`config.mk`:
```
export PLATFORM = sky130hd
export DESIGN_NAME = hdmi_fifo_rd_sched_flat
export DESIGN_NICKNAME = d
export VERILOG_FILES = /design/src/rtl/hdmi_sched_pkg.sv /design/src/rtl/hdmi_fifo_rd_sched_if.sv /design/src/rtl/hdmi_sched_pos_cnt.sv /design/src/rtl/hdmi_fifo_rd_sched.sv /design/src/flat_wrapper.sv
export SDC_FILE = /design/constraint.sdc
export NUM_CORES = 1
export LEC_CHECK = 0
export ABC_CLOCK_PERIOD_IN_PS = 3400
export BUFFER_PORTS_ARGS = -buffer_cell sky130_fd_sc_hd__buf_2
export CORE_MARGIN = 2
export CORE_UTILIZATION = 49
export CTS_CLUSTER_DIAMETER = 200
export DETAILED_ROUTE_END_ITERATION = 12
export PLACE_DENSITY = 0.78
export SLEW_MARGIN = 20
export SYNTH_ARGS = -nofsm -noshare
export SYNTH_HDL_FRONTEND = slang
export SYNTH_HIERARCHICAL = 1
export SYNTH_SLANG_ARGS = --single-unit
```
`constraint.sdc`:
```
create_clock -name rd_clk -period 3.4 [get_ports rd_clk]
set_input_delay 0.51 -clock rd_clk [delete_from_list [all_inputs] [get_ports rd_clk]]
set_output_delay 0.51 -clock rd_clk [all_outputs]
set_load 0.01 [all_outputs]
```
`src/rtl/hdmi_sched_pkg.sv`:
```
// hdmi_sched_pkg: shared types and helpers for the HDMI FIFO read scheduler
package hdmi_sched_pkg;
  typedef enum logic [1:0] {SEEK, WAIT_VS, RUN} state_t;
  localparam logic [15:0] CNT_SAT = 16'hFFFF;
  function automatic int sof_idx(input int data_w);
    return data_w - 1;
  endfunction
  function automatic logic [15:0] sat_inc(input logic [15:0] c, input logic en);
    return (en && c != CNT_SAT) ? c + 16'd1 : c;
  endfunction
endpackage

```
`src/rtl/hdmi_fifo_rd_sched_if.sv`:
```
// hdmi_fifo_rd_sched_if: FIFO read port, video timing and pixel output bundle
interface hdmi_fifo_rd_sched_if #(parameter int DATA_W = 32);
  logic [DATA_W-1:0] fifo_rd_data;
  logic              fifo_rd_vld;
  logic              fifo_rd_en;
  logic              vid_vs;
  logic              vid_de;
  logic [DATA_W-2:0] pix_data;
  logic              pix_vld;
  logic              locked;
  logic [15:0]       frame_cnt;
  logic [15:0]       err_cnt;
  modport master (
    output fifo_rd_data, fifo_rd_vld, vid_vs, vid_de,
    input  fifo_rd_en, pix_data, pix_vld, locked, frame_cnt, err_cnt
  );
  modport slave (
    input  fifo_rd_data, fifo_rd_vld, vid_vs, vid_de,
    output fifo_rd_en, pix_data, pix_vld, locked, frame_cnt, err_cnt
  );
endinterface

```
`src/rtl/hdmi_sched_pos_cnt.sv`:
```
// hdmi_sched_pos_cnt: x/y active-pixel position counter with line/frame end flags
module hdmi_sched_pos_cnt #(
  parameter int H_ACTIVE = 1280,
  parameter int V_ACTIVE = 720,
  parameter int CNT_W    = 12
) (
  input  logic             rd_clk,
  input  logic             rd_rst,
  input  logic             inc,
  input  logic             clr,
  output logic [CNT_W-1:0] x,
  output logic [CNT_W-1:0] y,
  output logic             line_end,
  output logic             frame_end
);
  assign line_end  = x == CNT_W'(H_ACTIVE - 1);
  assign frame_end = line_end && y == CNT_W'(V_ACTIVE - 1);
  always_ff @(posedge rd_clk) begin
    if (rd_rst || clr) begin
      x <= '0;
      y <= '0;
    end else if (inc) begin
      x <= line_end ? '0 : x + CNT_W'(1);
      y <= frame_end ? '0 : line_end ? y + CNT_W'(1) : y;
    end
  end
endmodule

```
`src/rtl/hdmi_fifo_rd_sched.sv`:
```
// hdmi_fifo_rd_sched: pops one FIFO word per active pixel, aligns FIFO frames to display frames via SOF tag.
// Optional stats counters enabled by `HDMI_SCHED_STATS_EN.
module hdmi_fifo_rd_sched
  import hdmi_sched_pkg::*;
#(
  parameter int              DATA_W   = 32,
  parameter int              H_ACTIVE = 1280,
  parameter int              V_ACTIVE = 720,
  parameter int              CNT_W    = 12,
  parameter logic [DATA_W-2:0] FILL_PIX = '0
) (
  input logic                rd_clk,
  input logic                rd_rst,
  hdmi_fifo_rd_sched_if.slave bus
);
  localparam int SOF = sof_idx(DATA_W);
  state_t            state, state_nxt;
  logic              err_flag, err_flag_nxt;
  logic [CNT_W-1:0]  x, y;
  logic              line_end, frame_end;
  logic              sof, head_sof, at_origin, abort, inc, pop, miss, last;
  logic [DATA_W-2:0] pix_q;
  logic              pix_vld_q;
  hdmi_sched_pos_cnt #(.H_ACTIVE(H_ACTIVE), .V_ACTIVE(V_ACTIVE), .CNT_W(CNT_W)) u_pos (
    .rd_clk    (rd_clk),
    .rd_rst    (rd_rst),
    .inc       (inc),
    .clr       (state != RUN),
    .x         (x),
    .y         (y),
    .line_end  (line_end),
    .frame_end (frame_end)
  );
  always_comb begin
    sof       = bus.fifo_rd_data[SOF];
    head_sof  = bus.fifo_rd_vld && sof;
    at_origin = x == '0 && y == '0;
    abort     = state == RUN && bus.vid_vs && !at_origin;
    inc       = state == RUN && !abort && bus.vid_de;
    pop       = inc && bus.fifo_rd_vld && (sof == at_origin);
    miss      = inc && !pop;
    last      = inc && frame_end;
  end
  // Reset also blocks the pop so a mid-frame reset leaves the FIFO untouched
  assign bus.fifo_rd_en = !rd_rst && (state == SEEK ? bus.fifo_rd_vld && !sof : pop);
  assign bus.locked     = state == RUN && !err_flag;
  assign bus.pix_data   = pix_q;
  assign bus.pix_vld    = pix_vld_q;
  always_comb begin
    state_nxt    = state;
    err_flag_nxt = err_flag || miss;
    case (state)
      SEEK:    state_nxt = head_sof ? WAIT_VS : SEEK;
      WAIT_VS: begin
        if (bus.vid_vs && head_sof) begin
          state_nxt    = RUN;
          err_flag_nxt = 1'b0;
        end else if (bus.fifo_rd_vld && !sof) state_nxt = SEEK;
      end
      RUN:     state_nxt = abort ? SEEK : last ? (err_flag_nxt ? SEEK : WAIT_VS) : RUN;
      default: state_nxt = SEEK;
    endcase
  end
  always_ff @(posedge rd_clk) begin
    if (rd_rst) begin
      state     <= SEEK;
      err_flag  <= 1'b0;
      pix_q     <= FILL_PIX;
      pix_vld_q <= 1'b0;
    end else begin
      state     <= state_nxt;
      err_flag  <= err_flag_nxt;
      pix_q     <= pop ? bus.fifo_rd_data[DATA_W-2:0] : FILL_PIX;
      pix_vld_q <= bus.vid_de;
    end
  end
`ifdef HDMI_SCHED_STATS_EN
  logic [15:0] frame_cnt, err_cnt;
  logic        frame_inc, err_inc;
  assign frame_inc = last && !err_flag_nxt;
  assign err_inc   = (state == WAIT_VS && bus.vid_vs && !head_sof) || abort || (miss && !err_flag);
  always_ff @(posedge rd_clk) begin
    if (rd_rst) begin
      frame_cnt <= '0;
      err_cnt   <= '0;
    end else begin
      frame_cnt <= sat_inc(frame_cnt, frame_inc);
      err_cnt   <= sat_inc(err_cnt, err_inc);
    end
  end
  assign bus.frame_cnt = frame_cnt;
  assign bus.err_cnt   = err_cnt;
`else
  assign bus.frame_cnt = 16'h0;
  assign bus.err_cnt   = 16'h0;
`endif
endmodule
```
`src/flat_wrapper.sv`:
```
// flat-port wrapper written by rule: the top's interface ports become plain ports
module hdmi_fifo_rd_sched_flat import hdmi_sched_pkg::*;
#(
  parameter int              DATA_W   = 32,
  parameter int              H_ACTIVE = 1280,
  parameter int              V_ACTIVE = 720,
  parameter int              CNT_W    = 12,
  parameter logic [DATA_W-2:0] FILL_PIX = '0
)
  (rd_clk, rd_rst, bus_fifo_rd_data, bus_fifo_rd_vld, bus_vid_vs, bus_vid_de, bus_fifo_rd_en, bus_pix_data, bus_pix_vld, bus_locked, bus_frame_cnt, bus_err_cnt);
  hdmi_fifo_rd_sched_if #(.DATA_W(DATA_W)) bus_i ();
  input logic rd_clk;
  input logic rd_rst;
  input wire logic [$bits(bus_i.fifo_rd_data)-1:0] bus_fifo_rd_data;
  input wire logic [$bits(bus_i.fifo_rd_vld)-1:0] bus_fifo_rd_vld;
  input wire logic [$bits(bus_i.vid_vs)-1:0] bus_vid_vs;
  input wire logic [$bits(bus_i.vid_de)-1:0] bus_vid_de;
  output wire logic [$bits(bus_i.fifo_rd_en)-1:0] bus_fifo_rd_en;
  output wire logic [$bits(bus_i.pix_data)-1:0] bus_pix_data;
  output wire logic [$bits(bus_i.pix_vld)-1:0] bus_pix_vld;
  output wire logic [$bits(bus_i.locked)-1:0] bus_locked;
  output wire logic [$bits(bus_i.frame_cnt)-1:0] bus_frame_cnt;
  output wire logic [$bits(bus_i.err_cnt)-1:0] bus_err_cnt;
  assign bus_i.fifo_rd_data = bus_fifo_rd_data;
  assign bus_i.fifo_rd_vld = bus_fifo_rd_vld;
  assign bus_i.vid_vs = bus_vid_vs;
  assign bus_i.vid_de = bus_vid_de;
  assign bus_fifo_rd_en = bus_i.fifo_rd_en;
  assign bus_pix_data = bus_i.pix_data;
  assign bus_pix_vld = bus_i.pix_vld;
  assign bus_locked = bus_i.locked;
  assign bus_frame_cnt = bus_i.frame_cnt;
  assign bus_err_cnt = bus_i.err_cnt;
  hdmi_fifo_rd_sched #(.DATA_W(DATA_W), .H_ACTIVE(H_ACTIVE), .V_ACTIVE(V_ACTIVE), .CNT_W(CNT_W), .FILL_PIX(FILL_PIX)) u_core (.rd_clk(rd_clk), .rd_rst(rd_rst), .bus(bus_i));
endmodule
```
==> flow_metrics.env, run 1 <==
export IMPL_synthesis_area_um2=2678
export IMPL_fin_crit_ps=2785
export IMPL_n_fill_cell=465
export IMPL_grt_first_pass_wirelength_um=9204
export IMPL_holdWs_ps=363.6
export IMPL_avgRoutedWirePerCell_um=12.85
export IMPL_powerDensity_nw_per_um2=459.7
export IMPL_drc_errors=0
export IMPL_layout_commonest_cell="buf_2"
export IMPL_overflow=0
export IMPL_dieHeight_um=77.92
export IMPL_path_clk_slew_ps=70
export IMPL_via_per_inst=5.153
export IMPL_crit_path_start="u_core/u_pos/y[7]"
export IMPL_r2r_start="u_core/u_pos/y[7]"
export IMPL_grt_pass1_vias=2047
export IMPL_final_cell_count_no_fill=439
export IMPL_startpoint_type="flip-flop"
export IMPL_critPathKind="reg -> reg"
export IMPL_track_usage=0.1925
export IMPL_synth_warning_count=6
export IMPL_drive_gt1_frac=0.3198
export IMPL_rows=26
export IMPL_wl_um=5641
export IMPL_cts_root_buf="clkbuf_8"
export IMPL_max_freq_mhz=359.1
export IMPL_hold_class="in -> reg"
export IMPL_cp_max_fo=8
export IMPL_leakage_nw=1.418
export IMPL_final_cell_mix="buf_2, dfxtp_1, conb_1, nor2_1, and2_2"
export IMPL_firstDrtPassIters=4
export IMPL_vias=2262
export IMPL_finalHoldViolations=0
export IMPL_arrival_ps=3050
export IMPL_cts_setup_buffers=0
export IMPL_final_antenna_net_count=0
export IMPL_cts_buffers=9
export IMPL_area_growth_pct=18.79
export IMPL_slew_violations=0
export IMPL_clock_sinks=59
export IMPL_worstSkewPairLatency_ps=340
export IMPL_setup_viol=0
export IMPL_initial_core_util=0.5144
export IMPL_portBuffers=70
export IMPL_gp_congestion=0.8788
export IMPL_ios=103
export IMPL_fin_crit_sh=0.8190
export IMPL_synth_area_per_cell_um2=9.107
export IMPL_hold_buffers=0
export IMPL_rsz0062_at_grt="false"
export IMPL_worstHoldStart="bus_fifo_rd_data[0]"
export IMPL_fin_setup_tns_ps=0
export IMPL_die_area_um2=6072
export IMPL_drtIter0Drc=140
export IMPL_die_w_um=77.92
export IMPL_post_cts_resized=0
export IMPL_dpl_cell_count=424
export IMPL_worstPathRequired_ps=3660
export IMPL_clock_path_buffers=2
export IMPL_worst_setup_path_end_kind="flip-flop"
export IMPL_antennaDiodeCount=0
export IMPL_cts_tree="done"
export IMPL_hpwl_um=4134
export IMPL_maxCapViolCount=0
export IMPL_antenna_found_initial=0
export IMPL_grt_max_degree=32
export IMPL_synthCells=294
export IMPL_status="completed"
export IMPL_nNetsFinal=404
export IMPL_fin_skew_ps=8.655
export IMPL_cts_max_level=3
export IMPL_design_core_area_um2=5205
export IMPL_irDropWorstVdd_uv=293.5
[worst paths after layout]
| check | cells past startpoint | end | slack, ps |
|---|---|---|---|
| max reg2reg | 8 | u_core/u_pos/y[6] | 620 |
| min | 2 | u_core/bus.pix_data[0] | 360 |
| min reg2reg | 2 | u_core/err_flag | 470 |
| max | 8 | u_core/u_pos/y[6] | 620 |
[registers in the layout, summed over array words and instances (netlist names)]
name / flops
u_core/bus.pix_vld: 1
u_core/state: 2
u_core/u_pos/x: 12
u_core/u_pos/y: 12
u_core/bus.pix_data: 31
u_core/err_flag: 1
[metrics by stage]
stage / area [µm²] / worst slack [ps] / power, mW / util
after floorplan: 2794 / 964.8 / 0.7619 / -
after global routing: 3181 / 272.9 / 1.510 / 0.6111
after global placement: 2955 / 687.7 / 0.7590 / 0.5678
final: 3181 / 615.3 / 1.462 / 0.6111
after CTS: 3181 / 576.9 / 1.469 / 0.6111
after detailed placement: 2955 / 601.0 / 0.7600 / 0.5678
[worst max-delay path, stage by stage (launching register included)]
cell      delay [ps]
dfxtp_1          360
nor4_1           430
nand4_1          160
o21ai_0          280
nor2b_1          400
nand4_1          310
nor3_4           380
a41oi_1          180
a211oi_2         210
[power by group]
| group | internal (mW) | switching, mW |
|---|---|---|
| clock network | 0.448 | 0.268 |
| registers | 0.693 | 0.00105 |
| logic | 0.0198 | 0.0317 |
| total | 1.16 | 0.301 |
[routing by layer]
metal	GRT usage	vias to the layer above	routed length (µm)
met5	0	-	0
met4	0.09298	0	129
met3	0.05349	13	418
met2	0.3224	106	2868
met1	0.2267	1042	2225
li1	-	1101	-
[layout make-up]
cell class / count / area, µm² / area share
clock buffer: 11 / 151.4 / 0.04760
clock inverter: 4 / 73.82 / 0.02321
inverter: 4 / 15.01 / 0.004721
multi-input combinational: 220 / 1314 / 0.4131
sequential: 59 / 1181 / 0.3714
tap: 70 / 87.58 / 0.02754
timing repair buffer: 71 / 357.8 / 0.1125
(Power assumes the default switching activity.)
==> inputs of run 2 (changes only) <==
Settings changed: ABC_AREA set to 1, ABC_CLOCK_PERIOD_IN_PS 3400 to 2500, CORE_UTILIZATION 49 to 46, PLACE_DENSITY 0.78 to 0.75.
Clock period 3.4 ns to 2.5 ns, I/O delays scaled along.
==> run 2 against run 1 <==
  * Critical path depth rose by 6
  * Sequential share of layout area shrank 4.3 points
  * Synthesized area up 17%
  * Final area increased by 13%
  * Largest power group is now sequential cells
  * First-iteration DRC count fell by 16%
  * Clock skew fell by 1.1 ps
  * Highest routed layer unchanged
==> flow_metrics.env, run 2 <==
export IMPL_fin_crit_ps=2254
export IMPL_slew_violations=0
export IMPL_area_growth_pct=15.01
export IMPL_leakage_nw=1.715
export IMPL_ios=103
export IMPL_synth_warning_count=6
export IMPL_clock_sinks=59
export IMPL_p_sw_frac=0.2357
export IMPL_finalHoldViolations=0
export IMPL_die_area_um2=7473
export IMPL_vias=2543
export IMPL_regArea_um2=1181
export IMPL_crit_path_top_delay_cell="dfxtp_1"
export IMPL_power_total_mw=1.849
export IMPL_status="completed"
export IMPL_layout_setup_ws_ps=245.6
export IMPL_fin_crit_sh=0.9018
export IMPL_post_cts_resized=0
export IMPL_pwr_share_comb=0.055
export IMPL_power_switching_mw=0.4359
export IMPL_synth_area_per_cell_um2=7.626
export IMPL_die_w_um=86.45
export IMPL_dpl_cell_count=558
export IMPL_avgRoutedWirePerCell_um=10.23
export IMPL_ys_flop_type="dfxtp_1"
export IMPL_synth_most_common_cell="nand2_1"
export IMPL_cts_setup_buffers=0
export IMPL_intPower_mw=1.413
export IMPL_final_antenna_net_count=0
export IMPL_path_cells="nor2_1, nand2_1, nor2_2, nand3_2, nand2_2, nand2_1, nor2_2, nand2_2, nor2_4, nand2_2, nor2_4, nor2_1, inv_2, o21ai_0"
export IMPL_antenna_found_initial=0
export IMPL_synth_edf_count=0
export IMPL_pre_cts_slack_ps=256.7
export IMPL_final_cell_count_no_fill=574
export IMPL_firstDrtPassIters=4
export IMPL_dieHeight_um=86.45
export IMPL_wl_um=5873
export IMPL_fin_skew_ps=7.594
export IMPL_rsz0062_at_grt="false"
export IMPL_path_clk_slew_ps=70
export IMPL_hpwl_um=4594
export IMPL_setup_viol=0
export IMPL_worstPathRequired_ps=2720
export IMPL_cts_tree="done"
export IMPL_final_cell_mix="nand2_1, buf_2, inv_1, dfxtp_1, nor2_1"
export IMPL_crit_top_cell="nand2_2"
export IMPL_initial_core_util=0.4680
export IMPL_cts_max_level=3
export IMPL_clock_path_buffers=2
export IMPL_maxCapViolCount=0
export IMPL_synth_area_top_cells="dfxtp_1, nor2_4, nand2_1"
export IMPL_synthesis_area_um2=3127
export IMPL_drtIter0Drc=118
export IMPL_antennaDiodeCount=0
export IMPL_portBuffers=70
export IMPL_rows=30
export IMPL_cp_max_fo=15
export IMPL_pwr_share_seq=0.511
export IMPL_grt_first_pass_wirelength_um=9763
export IMPL_synth_distinct_cells=28
export IMPL_ys_seq_elements=59
export IMPL_irDropWorstVdd_uv=295.4
export IMPL_cts_buffers=9
export IMPL_ys_top_cells_by_count="nand2_1, inv_1, dfxtp_1"
export IMPL_ys_async_sr_fraction=0
export IMPL_fin_util=0.5382
export IMPL_multiInputGateArea_um2=1490
export IMPL_grt_max_degree=16
export IMPL_gp_congestion=0.8902
export IMPL_critPathKind="reg -> reg"
export IMPL_synthCells=410
export IMPL_track_usage=0.1664
export IMPL_cts_root_buf="clkbuf_8"
export IMPL_arrival_ps=2480
export IMPL_nNetsFinal=528
export IMPL_n_fill_cell=638
export IMPL_worst_setup_path_end_kind="flip-flop"
export IMPL_drc_errors=0
export IMPL_grt_pass1_vias=2381
export IMPL_max_freq_mhz=443.6
export IMPL_powerDensity_nw_per_um2=514.2
export IMPL_yosysSeqAreaShare=0.3778
export IMPL_worstSkewPairLatency_ps=340
export IMPL_startpoint_type="flip-flop"
export IMPL_largest_reg_flops=31
export IMPL_drive_gt1_frac=0.2874
export IMPL_via_per_inst=4.430
export IMPL_layout_commonest_cell="nand2_1"
export IMPL_hold_class="in -> reg"
export IMPL_clkPwrFrac=0.434
export IMPL_fin_setup_tns_ps=0
export IMPL_design_core_area_um2=6681
export IMPL_synth_area_leader_cell="dfxtp_1"
export IMPL_synth_top_area_frac=0.3778
export IMPL_cpPeakStageDelay_ps=370
export IMPL_hold_buffers=0
export IMPL_overflow=0
## run 2: worst paths after layout
kind                      from                  to  slack, ps  cells after the start
min                     rd_rst     u_core/err_flag        260                      2
max          u_core/u_pos/x[9]  u_core/u_pos/y[11]        250                     14
max reg2reg  u_core/u_pos/x[9]  u_core/u_pos/y[11]        250                     14
min reg2reg    u_core/err_flag     u_core/err_flag        500                      2
## run 2: metal layers
| metal | part of all wire | track usage | up-vias |
|---|---|---|---|
| met5 | 0 | 0 | - |
| met4 | 0.018 | 0.09801 | 0 |
| met3 | 0.089 | 0.06190 | 9 |
| met2 | 0.47 | 0.2734 | 82 |
| met1 | 0.43 | 0.1834 | 1116 |
| li1 | - | - | 1336 |
## run 2: metrics by stage
| step | cell area (µm²) | hold WS (ps) |
|---|---|---|
| after CTS | 3596 | 240.6 |
| after floorplan | 3243 | 447.4 |
| final | 3596 | 258.5 |
| after global placement | 3407 | 480.5 |
| after detailed placement | 3407 | 484.7 |
| after global routing | 3596 | 256.9 |
## run 2: cells by family after synthesis
kind of cell,Yosys count,share of synthesized area
AND/OR/NAND/NOR,220,0.3854
buffers and inverters,105,0.1829
flip-flops,59,0.3778
AO/OA/AOI/OAI,21,0.03922
XOR/XNOR,2,0.005603
adder cells (fa/ha/maj),2,0.008002
other,1,0.001199
## run 2: final cells by class
class                      count  share of cell area
multi-input combinational    277              0.4144
clock inverter                 4            0.006611
tap                           80             0.02784
timing repair buffer          74              0.1058
inverter                      68             0.07098
sequential                    59              0.3285
clock buffer                  12             0.04593
## run 2: power groups by stage
stage | combinational (mW) | clock [mW] | sequential, mW
6_report | 0.101 | 0.802 | 0.946
5_1_grt | 0.113 | 0.867 | 0.945
4_1_cts | 0.102 | 0.826 | 0.945
3_5_place_dp | 0.101 | 0 | 0.967
3_3_place_gp | 0.0989 | 0 | 0.967
2_1_floorplan | 0.100 | 0 | 0.967
## run 2: worst max-delay path, delay by kind of cell, from the launching register on
kind | cells | cell delay [ps]
buf+inv | 1 | 150
simple gates | 12 | 1540
compound gates | 1 | 80
flops | 1 | 370
